==> config.mk <==
export PLATFORM = sky130hd
export DESIGN_NAME = fp_invsqrt_arb
export DESIGN_NICKNAME = d
export VERILOG_FILES = /design/src/rtl/vec_eng_pkg.sv /design/src/rtl/rr_arbiter.sv /design/src/rtl/fp_invsqrt_arb.sv
export SDC_FILE = /design/constraint.sdc
export NUM_CORES = 1
export LEC_CHECK = 0
export CAP_MARGIN = 10
export CORE_ASPECT_RATIO = 1.4
export CORE_MARGIN = 4
export CORE_UTILIZATION = 45
export CTS_CLUSTER_SIZE = 14
export DETAILED_ROUTE_END_ITERATION = 8
export PLACE_DENSITY = 0.78
export SYNTH_ARGS = -nofsm -noshare
export SYNTH_HDL_FRONTEND = slang
export SYNTH_SLANG_ARGS = --single-unit
==> constraint.sdc <==
create_clock -name clk -period 4.2 [get_ports clk]
set_clock_uncertainty 0.2 [all_clocks]
set_input_delay 0.42 -clock clk [delete_from_list [all_inputs] [get_ports clk]]
set_output_delay 0.42 -clock clk [all_outputs]
set_load 0.01 [all_outputs]
==> src/rtl/vec_eng_pkg.sv <==
// Shared vector-engine definitions.
//   bf16_t           : bfloat16 word (sign 1, exponent 8, fraction 7)
//   INVSQRT_PIPE_LAT : cycles from operand valid to result valid of the
//                      shared inverse-square-root pipe
package vec_eng_pkg;

    typedef logic [15:0] bf16_t;

    localparam int INVSQRT_PIPE_LAT = 17;

endpackage

==> src/rtl/rr_arbiter.sv <==
// Round-robin arbiter with an internal rotating priority pointer.
//   clk, rst_n : clock, asynchronous active-low reset
//   req        : request vector, one bit per requester
//   ack        : the current grant was consumed this cycle
//   gnt        : one-hot grant (zero when no request is pending)
//   gnt_idx    : binary index of the granted requester
module rr_arbiter #(
    parameter int NUM_REQ = 4
) (
    input  logic                       clk,
    input  logic                       rst_n,
    input  logic [NUM_REQ-1:0]         req,
    input  logic                       ack,
    output logic [NUM_REQ-1:0]         gnt,
    output logic [$clog2(NUM_REQ)-1:0] gnt_idx
);

    localparam int TAG_W = $clog2(NUM_REQ);

    logic [TAG_W-1:0] rr_ptr;

    // Search upward from the pointer with wrap-around; the first pending
    // request found wins. Depends only on req and rr_ptr.
    always_comb begin
        int  cand;
        logic found;
        gnt     = '0;
        gnt_idx = '0;
        found   = 1'b0;
        cand    = 0;
        for (int k = 0; k < NUM_REQ; k++) begin
            cand = int'(rr_ptr) + k;
            if (cand >= NUM_REQ) begin
                cand = cand - NUM_REQ;
            end
            if (!found && req[cand]) begin
                found        = 1'b1;
                gnt[cand]    = 1'b1;
                gnt_idx      = TAG_W'(cand);
            end
        end
    end

    // After a consumed grant, priority moves to the requester just past the
    // winner; the explicit wrap keeps non-power-of-two counts correct.
    always_ff @(posedge clk or negedge rst_n) begin
        if (!rst_n) begin
            rr_ptr <= '0;
        end else if (ack) begin
            if (gnt_idx == TAG_W'(NUM_REQ - 1)) begin
                rr_ptr <= '0;
            end else begin
                rr_ptr <= gnt_idx + TAG_W'(1);
            end
        end
    end

endmodule

==> src/rtl/fp_invsqrt_arb.sv <==
// Shares one bfloat16 inverse-square-root pipe between NUM_REQ requesters.
// Operands are tagged with their requester index, the tag rides a delay line
// matched to the pipe latency, and each result is strobed back to its owner.
//   clk, rst_n : clock, asynchronous active-low reset (also resets the pipe)
//   req_x      : NUM_REQ packed bfloat16 operands, requester i at [16*i +: 16]
//   req_vld    : operand valid per requester
//   req_rdy    : one-hot grant (zero when nothing pending)
//   pipe_x     : operand to the pipe;   pipe_x_vld : its valid
//   pipe_y     : result from the pipe;  pipe_y_vld : its valid
//   rsp_y      : result broadcast to all requesters
//   rsp_vld    : one-hot result strobe
//   lat_err    : sticky flag, pipe result valid disagreed with the tag line
module fp_invsqrt_arb
    import vec_eng_pkg::*;
#(
    parameter int NUM_REQ  = 4,
    parameter int PIPE_LAT = INVSQRT_PIPE_LAT
) (
    input  logic                  clk,
    input  logic                  rst_n,
    input  logic [NUM_REQ*16-1:0] req_x,
    input  logic [NUM_REQ-1:0]    req_vld,
    output logic [NUM_REQ-1:0]    req_rdy,
    output logic [15:0]           pipe_x,
    output logic                  pipe_x_vld,
    input  logic [15:0]           pipe_y,
    input  logic                  pipe_y_vld,
    output logic [15:0]           rsp_y,
    output logic [NUM_REQ-1:0]    rsp_vld,
    output logic                  lat_err
);

    localparam int TAG_W = $clog2(NUM_REQ);

    logic [NUM_REQ-1:0] gnt;
    logic [TAG_W-1:0]   gnt_idx;
    logic               hs;

    // Entry 0 is loaded alongside pipe_x_vld, so entry PIPE_LAT lines up
    // with pipe_y_vld of a pipe with PIPE_LAT cycles of latency.
    logic               tag_vld [0:PIPE_LAT];
    logic [TAG_W-1:0]   tag_idx [0:PIPE_LAT];

    rr_arbiter #(
        .NUM_REQ (NUM_REQ)
    ) u_arb (
        .clk     (clk),
        .rst_n   (rst_n),
        .req     (req_vld),
        .ack     (hs),
        .gnt     (gnt),
        .gnt_idx (gnt_idx)
    );

    // The arbiter only grants pending requesters, so any grant is a handshake.
    assign req_rdy = gnt;
    assign hs      = |gnt;

    // Issue register, tag delay line, response register and error flag all
    // advance together every cycle; there is no stall anywhere.
    always_ff @(posedge clk or negedge rst_n) begin
        if (!rst_n) begin
            pipe_x     <= '0;
            pipe_x_vld <= 1'b0;
            rsp_y      <= '0;
            rsp_vld    <= '0;
            lat_err    <= 1'b0;
            for (int k = 0; k <= PIPE_LAT; k++) begin
                tag_vld[k] <= 1'b0;
                tag_idx[k] <= '0;
            end
        end else begin
            pipe_x_vld <= hs;
            tag_vld[0] <= hs;
            if (hs) begin
                pipe_x     <= req_x[16*gnt_idx +: 16];
                tag_idx[0] <= gnt_idx;
            end
            for (int k = 1; k <= PIPE_LAT; k++) begin
                tag_vld[k] <= tag_vld[k-1];
                tag_idx[k] <= tag_idx[k-1];
            end
            // The strobe comes from the tag line only, so a misbehaving pipe
            // can corrupt data but never misroute a response.
            if (tag_vld[PIPE_LAT]) begin
                rsp_y   <= pipe_y;
                rsp_vld <= NUM_REQ'(1) << tag_idx[PIPE_LAT];
            end else begin
                rsp_vld <= '0;
            end
            if (pipe_y_vld != tag_vld[PIPE_LAT]) begin
                lat_err <= 1'b1;
            end
        end
    end

endmodule

; After elaboration in Yosys (flattened, before gate mapping)
; Index checks and enable logic that the tools add are counted.
[classes]
n_addsub = 8
n_lt_le_gt_ge = 12
shifts = 2
bitwise = 3
n_reduce_logical = 11
eq_ne = 2
mux = 37
[ops]
columns = operator, count
row1 = 32-bit by 1-bit greater-or-equal comparator with 1-bit output (second input constant), 4
row2 = 32-bit by 4-bit less-than comparator with 1-bit output (second input constant), 4
row3 = 32-bit 2-to-1 mux, 4
row4 = 32-bit by 4-bit greater-or-equal comparator with 1-bit output (second input constant), 3
row5 = 32-bit by 4-bit subtractor with 32-bit output (second input constant), 3
row6 = 64-bit by 7-bit variable part select with 16-bit output, 1
row7 = 4-bit 2-to-1 mux, 5
row8 = 1-bit 2-to-1 mux, 15
row9 = 4-bit OR, 3
row10 = 2-bit 2-to-1 mux, 5
row11 = 1-bit binary-select mux with 2-bit select, 4
row12 = 1-bit demux with 2-bit select, 4
row13 = 1-bit logical AND, 7
row14 = 2-bit by 2-bit adder with 3-bit output (second input constant), 2
row15 = 4-bit OR reduction, 1
row16 = 1-bit by 2-bit left shift with 4-bit output (first input constant), 1
row17 = 2-bit by 3-bit subtractor with 4-bit output (second input constant), 1
row18 = 2-bit by 1-bit adder with 3-bit output (second input constant), 1
row19 = 2-bit by 3-bit greater-or-equal comparator with 1-bit output (second input constant), 1
row20 = 1-bit zero test, 3
row21 = 2-bit by 1-bit adder with 2-bit output (second input constant), 1
row22 = 2-bit equality test (second input constant), 1
row23 = 1-bit inequality test, 1
[totals]
elab_cells = 116
register_bits = 93
output_inout_bits = 42

; Logic depth before layout (Yosys ltp)
; Gate-level depths: netlist of run 1.
[depth]
ltp_word = 17
ltp_mapped = 12
depth_no_buf = 9

; Hierarchy
; From an unflattened synthesis of run 1, not the netlist that was laid out.
[unflattened]
hier_cells = 235
area_unflattened_um2 = 3817.4
[modules_own_cells]
columns = mod, cells_each, area_each_um2, instances
row1 = fp_invsqrt_arb, 157, 3166.8, 1
row2 = rr_arbiter, 78, 650.6, 1

; Worst setup path before layout of run 1
; Ideal clock, no wire load.
[synth_path]
path_type = register to register
start = register u_arb.rr_ptr[0]
end = register u_arb.rr_ptr[1]
t_arrival_ps = 3365
slack_ps = 510
stages_incl_launch_ff = 12
setup_ps = 125
path_buffers = 3
cell_sequence = dfrtp_1 > buf_2 > inv_1 > ha_1 > mux4_2 > buf_2 > or2_2 > o22ai_2 > clkbuf_1 > nor2_1 > ha_1 > mux2_4
[synth_via]
elab_chain_cells = 17
elab_cells_between_ends = 71
cone_classes = 8 x add/sub / 12 x order compare / 1 x eq/ne / 36 x mux / 3 x bitwise / 11 x reduce/logical
[synth_rtl]
columns = element, line
row1 = "start, declared", rr_arbiter.sv:20  ; logic [TAG_W-1:0] rr_ptr;
row2 = "start signal, assigned", rr_arbiter.sv:53  ; rr_ptr <= gnt_idx + TAG_W'(1);
row3 = branches (longest 14 deep; another with 32-bit by 4-bit subtractor with 32-bit output), n/a
row4 = 2-bit 2-to-1 mux *, rr_arbiter.sv:36  ; if (!found && req[cand]) begin
row5 = net gnt_idx[0], fp_invsqrt_arb.sv:36  ; logic [TAG_W-1:0] gnt_idx;
row6 = 2-bit by 1-bit adder with 2-bit output or 2-bit equality test (tied branches), "rr_arbiter.sv:53, rr_arbiter.sv:50"
row7 = 2-bit 2-to-1 mux *, rr_arbiter.sv:50  ; if (gnt_idx == TAG_W'(NUM_REQ - 1)) begin
; Mark *: on every way through the listed nets, which the timed path passes. The select of a mux whose other input is x is not followed.
; A chain may end at the register's enable or synchronous reset.

; Final worst setup path of run 1
[layout_path]
start = register u_arb.rr_ptr[1]
end = output req_rdy[0]
[layout_via]
elab_chain_cells = 15
elab_cells_between_ends = 63
cone_classes = 7 x add/sub / 12 x order compare / 31 x mux / 3 x bitwise / 10 x reduce/logical
[layout_rtl]
columns = element, line
row1 = branches (longest 14 deep; another with 32-bit by 4-bit subtractor with 32-bit output), n/a
row2 = 4-bit 2-to-1 mux *, rr_arbiter.sv:36
row3 = "end, declared", fp_invsqrt_arb.sv:23  ; output logic [NUM_REQ-1:0] req_rdy,
; Every way passes the cells marked *. The select of a mux whose other input is x is not followed.

==> results of run 1 <==
## final cells by class
| class | count | area (um^2) | share of cell area (%) |
|---|---|---|---|
| clock inverters | 5 | 85.1 | 1.39 |
| repair buffers | 141 | 1400 | 22.9 |
| flip-flops and latches | 93 | 2330 | 38.1 |
| well taps | 110 | 138 | 2.25 |
| inverters | 5 | 18.8 | 0.307 |
| clock buffers | 9 | 225 | 3.68 |
| multi-input cells | 227 | 1920 | 31.3 |
## power by group through the flow
| stage | Sequential (mW) | Clock (mW) | Combinational (mW) |
|---|---|---|---|
| 3_3_place_gp | 1.53 | 0 | 2.78 |
| 4_1_cts | 1.55 | 0.856 | 2.87 |
| 2_1_floorplan | 1.55 | 0 | 1.91 |
| 5_1_grt | 1.59 | 0.899 | 3.12 |
| 3_5_place_dp | 1.55 | 0 | 2.86 |
| 6_report | 1.54 | 0.835 | 2.90 |
## flip-flops by register name, summed over array words and instances (netlist names)
| signal | cells |
|---|---|
| tag_idx | 36 |
| tag_vld | 18 |
| pipe_x | 16 |
| rsp_y | 16 |
| rsp_vld | 4 |
| u_arb.rr_ptr | 2 |
| lat_err | 1 |
## kinds of logic (layout without fill, tap and decap cells)
family	count (synthesis)	count (layout)	synth area share, %
AOI/OAI and AO/OA	101	101	18.7
xor gates and xnor gates	1	1	0.201
adders and majority gates	9	9	2.58
buffers and inverters	30	160	3.04
DFF	93	93	53.4
muxes	43	43	13.7
and+or+nand+nor	73	73	8.46
## stage by stage
step | std cells | worst slack (ns) | hold WS (ns)
global route | 590 | 0.0886 | 0.148
CTS | 587 | 0.0182 | 0.146
detailed placement | 573 | 0.226 | 0.135
global placement | 573 | 0.396 | 0.134
finish | 590 | 0.230 | 0.147
floorplan | 350 | 0.510 | -0.0756
## timing repair
item | 4_1_cts | 5_1_grt
setup endpoints to repair | 0 | 5
endpoints found under the hold margin | 0 | 18
resized for setup | 0 | 2
hold buffers | 0 | 1
## synth_stat cells (9+ instances only)
master     number
and3_1         17
a2111oi_0      16
clkbuf_1       17
dfrtp_1        93
a221oi_1       16
nand2_1        34
a22o_1         18
a32oi_1        16
ha_1            9
mux2_2         17
o21ai_0        18
mux2_4         19
## worst reg2reg max path: cells and delay by family (launching register included)
family	cells	cell delay (ns)
adder cells (fa/ha/maj)	2	0.71
buffers and inverters	2	0.33
flip-flops	1	0.51
multiplexers	2	0.76
AND/OR/NAND/NOR	3	1.22
## how the worst max path moves through the flow
stage                          startpoint         endpoint  slack, ns
after global routing      u_arb.rr_ptr[1]       req_rdy[2]       0.09
final                     u_arb.rr_ptr[1]       req_rdy[0]       0.23
after detailed placement  u_arb.rr_ptr[1]  u_arb.rr_ptr[1]       0.23
after CTS                 u_arb.rr_ptr[1]       req_rdy[2]       0.02
after global placement    u_arb.rr_ptr[1]  u_arb.rr_ptr[1]       0.40
after floorplan           u_arb.rr_ptr[0]  u_arb.rr_ptr[1]       0.51
## metal layers
layer	GRT usage, %	vias up	routed length, um
met1	26.0	1767	4760
li1	-	1601	-
met2	32.5	194	5680
met4	7.99	0	248
met5	0	-	0
met3	4.89	23	836
==> metrics.txt, run 1 <==
status complete, no violations; Antenna Nets Post-Route 0; nets@finish between 500 and 600; Max H-tree Level 3; Largest delay share family, worst path buffers and inverters; Worst Setup End Kind output pin; count of different cell masters after synthesis 41; Vias between 3k and 4k; hold path endpoint tag_idx[29]; final count of pins violating max slew 0; Power Density between 800 and 900 nW/um^2; wire per inst roughly 20 um; minimum clock period between 3 and 4 ns; Clock Latency Late Sink about 0.33 ns; syn nets 446; CP Buf/Inv Count 2; largest net degree at the start of global routing 94; GRT Residual Overflow 0; #FFs+latches synth 93; fin crit share roughly 95%; Die ar. between 10000 and 15000 um^2; port bufs between 100 and 150; Worst path depth 6; synthesized cell area approximately 4400 um^2; DP HPWL around 7.9 mm; vias in the first global route 3624; sequential element share of the synthesized area approximately 53%; top post-synthesis cells by area dfrtp_1 (53%), mux2_4 (6.5%), mux2_2 (4.4%), a22o_1 (3.6%), a2111oi_0 (3.2%); Clock Tree Buf Depth 2; routed wire length around 12 mm; worst r2r path cells 9; Core Area between 9000 and 10000 um^2; Hold Crit Class reg -> reg; Fmax 252 MHz; clk slew on worst S/H paths ~0.06 ns; CP Data Arrival Time around 3.4 ns; worst reg2reg setup slack 0.36 ns; P_leak between 2 and 3 nW; Post-synth EDFFs 0; final hold violations 0; First-pass DRT Iterations 8; top_reg_cell synth dfrtp_1; ys async rst share 100%; commonest non-fill, non-tap cell in the layout clkdlybuf4s50_1; post-placement cell area about 5800 um^2; initial antenna violation count 0; Crit Reg-Reg Endpoint u_arb.rr_ptr[1]; internal power approximately 3.4 mW; Setup crit start kind flip-flop; worst-path maximum fanout 12; Die H roughly 120 um; final core occ 64.6%; origin of the worst min-delay path tag_idx[31]; worst slew pin tran between 1 and 1.5 ns; power share of the clock group about 16%; unrepaired setup endpoints after global routing false; post-route cell area between 6000 and 7000 um^2; antenna cell count 0; Mapped Avg Cell Area 12.5 um^2; CP Cell Sequence inv_1 -> ha_1 -> mux4_2 -> nor3b_1 -> a22o_1 -> clkdlybuf4s50_1; combinational share of power between 50% and 60%; Max stage delay on crit path between 0.6 and 0.7 ns; ratio of cells with drive above 1 in the final layout around 16%; kind of critical path reg -> out; die width roughly 91 um; TritonCTS clock tree done; WHS Path Cells 0; slowest CP cell mux4_2; # DRC 0; Max Cap Viol 0; Starting Density roughly 46%; global-route wire length before repair between 15 and 20 mm; Mapped Cells 350; P&R area growth vs syn 40.2%; I/O pin cnt 129; Clock Sinks 93; Total Neg Setup Slack 0 ns; IR drop worst, VDD ~0.00057 V; row count 42; post-synth top area share roughly 53%; commonest cells after routing, fill and taps aside clkdlybuf4s50_1 (127), dfrtp_1 (92), nand2_1 (34); Ys Warns 0; Total Power 5.28 mW; sequential power share 29.2%; Iter 0 DRT Violations 217; Data required, critical path between 3 and 4 ns; # setup viols final 0; Sw Share ~36%; largest area contributor in the netlist dfrtp_1; P_sw between 1.5 and 2 mW; via/cell ratio 6.08; gr usage total about a fifth; Setup Buffers After CTS 0; FF-to-FF Start u_arb.rr_ptr[1]; clock root buffer clkbuf_16; fillers 724; total CTS buffers 9; gpl congestion around 0.84; Slew HR 15.9%
Power figures use the tool's default switching activity.
==> run 2, diff against run 1 <==
--- a/config.mk
+++ b/config.mk
@@ -11,7 +11,9 @@
 export CORE_UTILIZATION = 45
 export CTS_CLUSTER_SIZE = 14
 export DETAILED_ROUTE_END_ITERATION = 8
+export GPL_TIMING_DRIVEN = 0
 export PLACE_DENSITY = 0.78
+export SLEW_MARGIN = 10
 export SYNTH_ARGS = -nofsm -noshare
 export SYNTH_HDL_FRONTEND = slang
 export SYNTH_SLANG_ARGS = --single-unit
==> metrics.txt, run 2 (synthesis gave the netlist of run 1 again) <==
status complete, no violations (unchanged); Regs by FF count tag_idx (36), tag_vld (18) (unchanged); Worst Setup End Kind output pin (unchanged); gpl congestion 0.887 (was 0.839); GRT Residual Overflow 0 (unchanged); Data required, critical path 3.58 ns (about the same); I/O pin cnt 129 (unchanged); worst slew pin tran 0.595 ns (was 1.25 ns); DP HPWL 8.72 mm (was 7.86 mm); antenna cell count 0 (unchanged); TritonCTS clock tree done (unchanged); CP Data Arrival Time 3.40 ns (was 3.35 ns); commonest cells after routing, fill and taps aside clkdlybuf4s50_1 (127), dfrtp_1 (91), nand2_1 (34) (was clkdlybuf4s50_1 (127), dfrtp_1 (92), nand2_1 (34)); Total Power 5.43 mW (was 5.28 mW); IR drop worst, VDD 0.000473 V (was 0.000567 V); minimum clock period 4.02 ns (was 3.97 ns); final hold violations 0 (unchanged); clock root buffer clkbuf_16 (unchanged); Iter 0 DRT Violations 234 (was 217); global-route wire length before repair 18.8 mm (was 18.3 mm); Max Cap Viol 0 (unchanged); Core Area 9460 um^2 (unchanged); Fmax 249 MHz (was 252 MHz); wire per inst 19.8 um (was 19.5 um); P_leak 2.62 nW (was 2.59 nW); clk slew on worst S/H paths 0.06 ns (about the same); die width 91.2 um (unchanged); fin crit share 95.8% (was 94.5%); register area 2330 um^2 (about the same); WL met3 848 um (was 836 um); First-pass DRT Iterations 5 (was 8); Antenna Nets Post-Route 0 (unchanged); Setup crit start kind flip-flop (unchanged); met2 wire len 5.88 mm (was 5.68 mm); Vias 3683 (was 3585); Largest Register tag_idx (unchanged); commonest non-fill, non-tap cell in the layout clkdlybuf4s50_1 (unchanged); Total Neg Setup Slack 0 ns (unchanged); Clock Latency Late Sink 0.33 ns (about the same); unrepaired setup endpoints after global routing false (unchanged); Min Hold Slack 0.147 ns (about the same); fillers 711 (was 724); via/cell ratio 6.05 (was 6.08); # setup viols final 0 (unchanged); vias in the first global route 3745 (was 3624); gr usage total 20.8% (was 20.1%); Largest register FFs 36 (unchanged); port bufs 128 (unchanged); initial antenna violation count 0 (unchanged); ratio of cells with drive above 1 in the final layout 15.6% (about the same); area of the multi-input gates 1910 um^2 (was 1920 um^2); worst-path maximum fanout 11 (was 12); Die ar. 11400 um^2 (unchanged); M1 wire length 5.04 mm (was 4.76 mm); kind of critical path reg -> out (unchanged); Hold Crit Class reg -> reg (unchanged); Slew HR 60.1% (was 15.9%); Clock Sinks 93 (unchanged); # DRC 0 (unchanged); P&R area growth vs syn 42.2% (was 40.2%); Starting Density 46.1% (unchanged); DR top layer met4 (unchanged); Die H 124 um (unchanged); total CTS buffers 9 (unchanged); worst setup margin 0.178 ns (was 0.230 ns); FF-to-FF Start u_arb.rr_ptr[1] (unchanged); Max H-tree Level 3 (unchanged); largest net degree at the start of global routing 51 (was 94); Setup WS pre-CTS -0.141 ns (was 0.226 ns); Power Density 875 nW/um^2 (was 864 nW/um^2); routed wire length 12.1 mm (was 11.5 mm); Setup crit start u_arb.rr_ptr[1] (unchanged); row count 42 (unchanged); nets@finish 590 (was 573); final count of pins violating max slew 0 (unchanged); origin of the worst min-delay path tag_vld[5] (was tag_idx[31]); Clock Tree Buf Depth 2 (unchanged)
## run 2: cell count changes in the layout (fill, tap and decap cells not counted), moves of 2 or more
cell | before | now
buf_1 | 0 | 2
buf_2 | 0 | 3
buf_4 | 11 | 6
clkbuf_1 | 0 | 16
clkbuf_8 | 0 | 3
## run 2: metal layers
layer,vias up,track usage [%]
li1,1638,-
met1,1807,27.0
met2,208,33.9
met3,30,4.65
met4,0,7.82
met5,-,0
## run 2: worst paths after layout
kind	endpoint	slack, ns	depth (start not counted)
max in group asynchronous	u_arb.rr_ptr[0]	2.72	3
max	req_rdy[2]	0.18	9
min in group asynchronous	tag_vld[4]	0.44	2
min	tag_vld[4]	0.15	0
min reg2reg	tag_vld[4]	0.15	0
max reg2reg	u_arb.rr_ptr[1]	0.25	10
## run 2: timing repair
action                                  in CTS  in global routing
hold endpoints to repair                    43                  0
setup buffers                                0                  5
hold buffers                                 1                  0
endpoints found under the setup margin       9                  4
gates cloned                                 0                  0
resized for setup                            4                  2
## run 2: critical path, cell delays in order, from the launching register on
cell             delay [ns]
dfrtp_2                0.50
inv_1                  0.16
ha_1                   0.39
mux4_2                 0.56
nor2b_2                0.25
buf_2                  0.27
a22oi_1                0.09
o21ai_0                0.20
a21o_1                 0.11
clkdlybuf4s50_1        0.53
## run 2: power breakdown
group	leakage, nW	switching, mW	internal (mW)	total [mW]
combinational	1.38	1.43	1.57	3.00
sequential	1.07	0.199	1.33	1.53
clock	0.165	0.325	0.572	0.897
## run 2: area by class of cell
| type | count | share of cell area [%] |
|---|---|---|
| Buffer | 23 | 1.69 |
| Clock buffer | 12 | 4.30 |
| Clock inverter | 4 | 1.23 |
| Inverter | 5 | 0.363 |
| Multi-Input combinational cell | 227 | 30.8 |
| Sequential cell | 93 | 37.6 |
| Tap cell | 110 | 2.22 |
| Timing Repair Buffer | 135 | 21.8 |
## run 2: per-stage QoR
step / cell area (um^2) / util, % / instances
2_1_floorplan: 4360 / - / 350
3_3_place_gp: 5780 / 61.1 / 588
3_5_place_dp: 5800 / 61.4 / 589
4_1_cts: 6160 / 65.1 / 604
5_1_grt: 6200 / 65.6 / 609
6_report: 6200 / 65.6 / 609
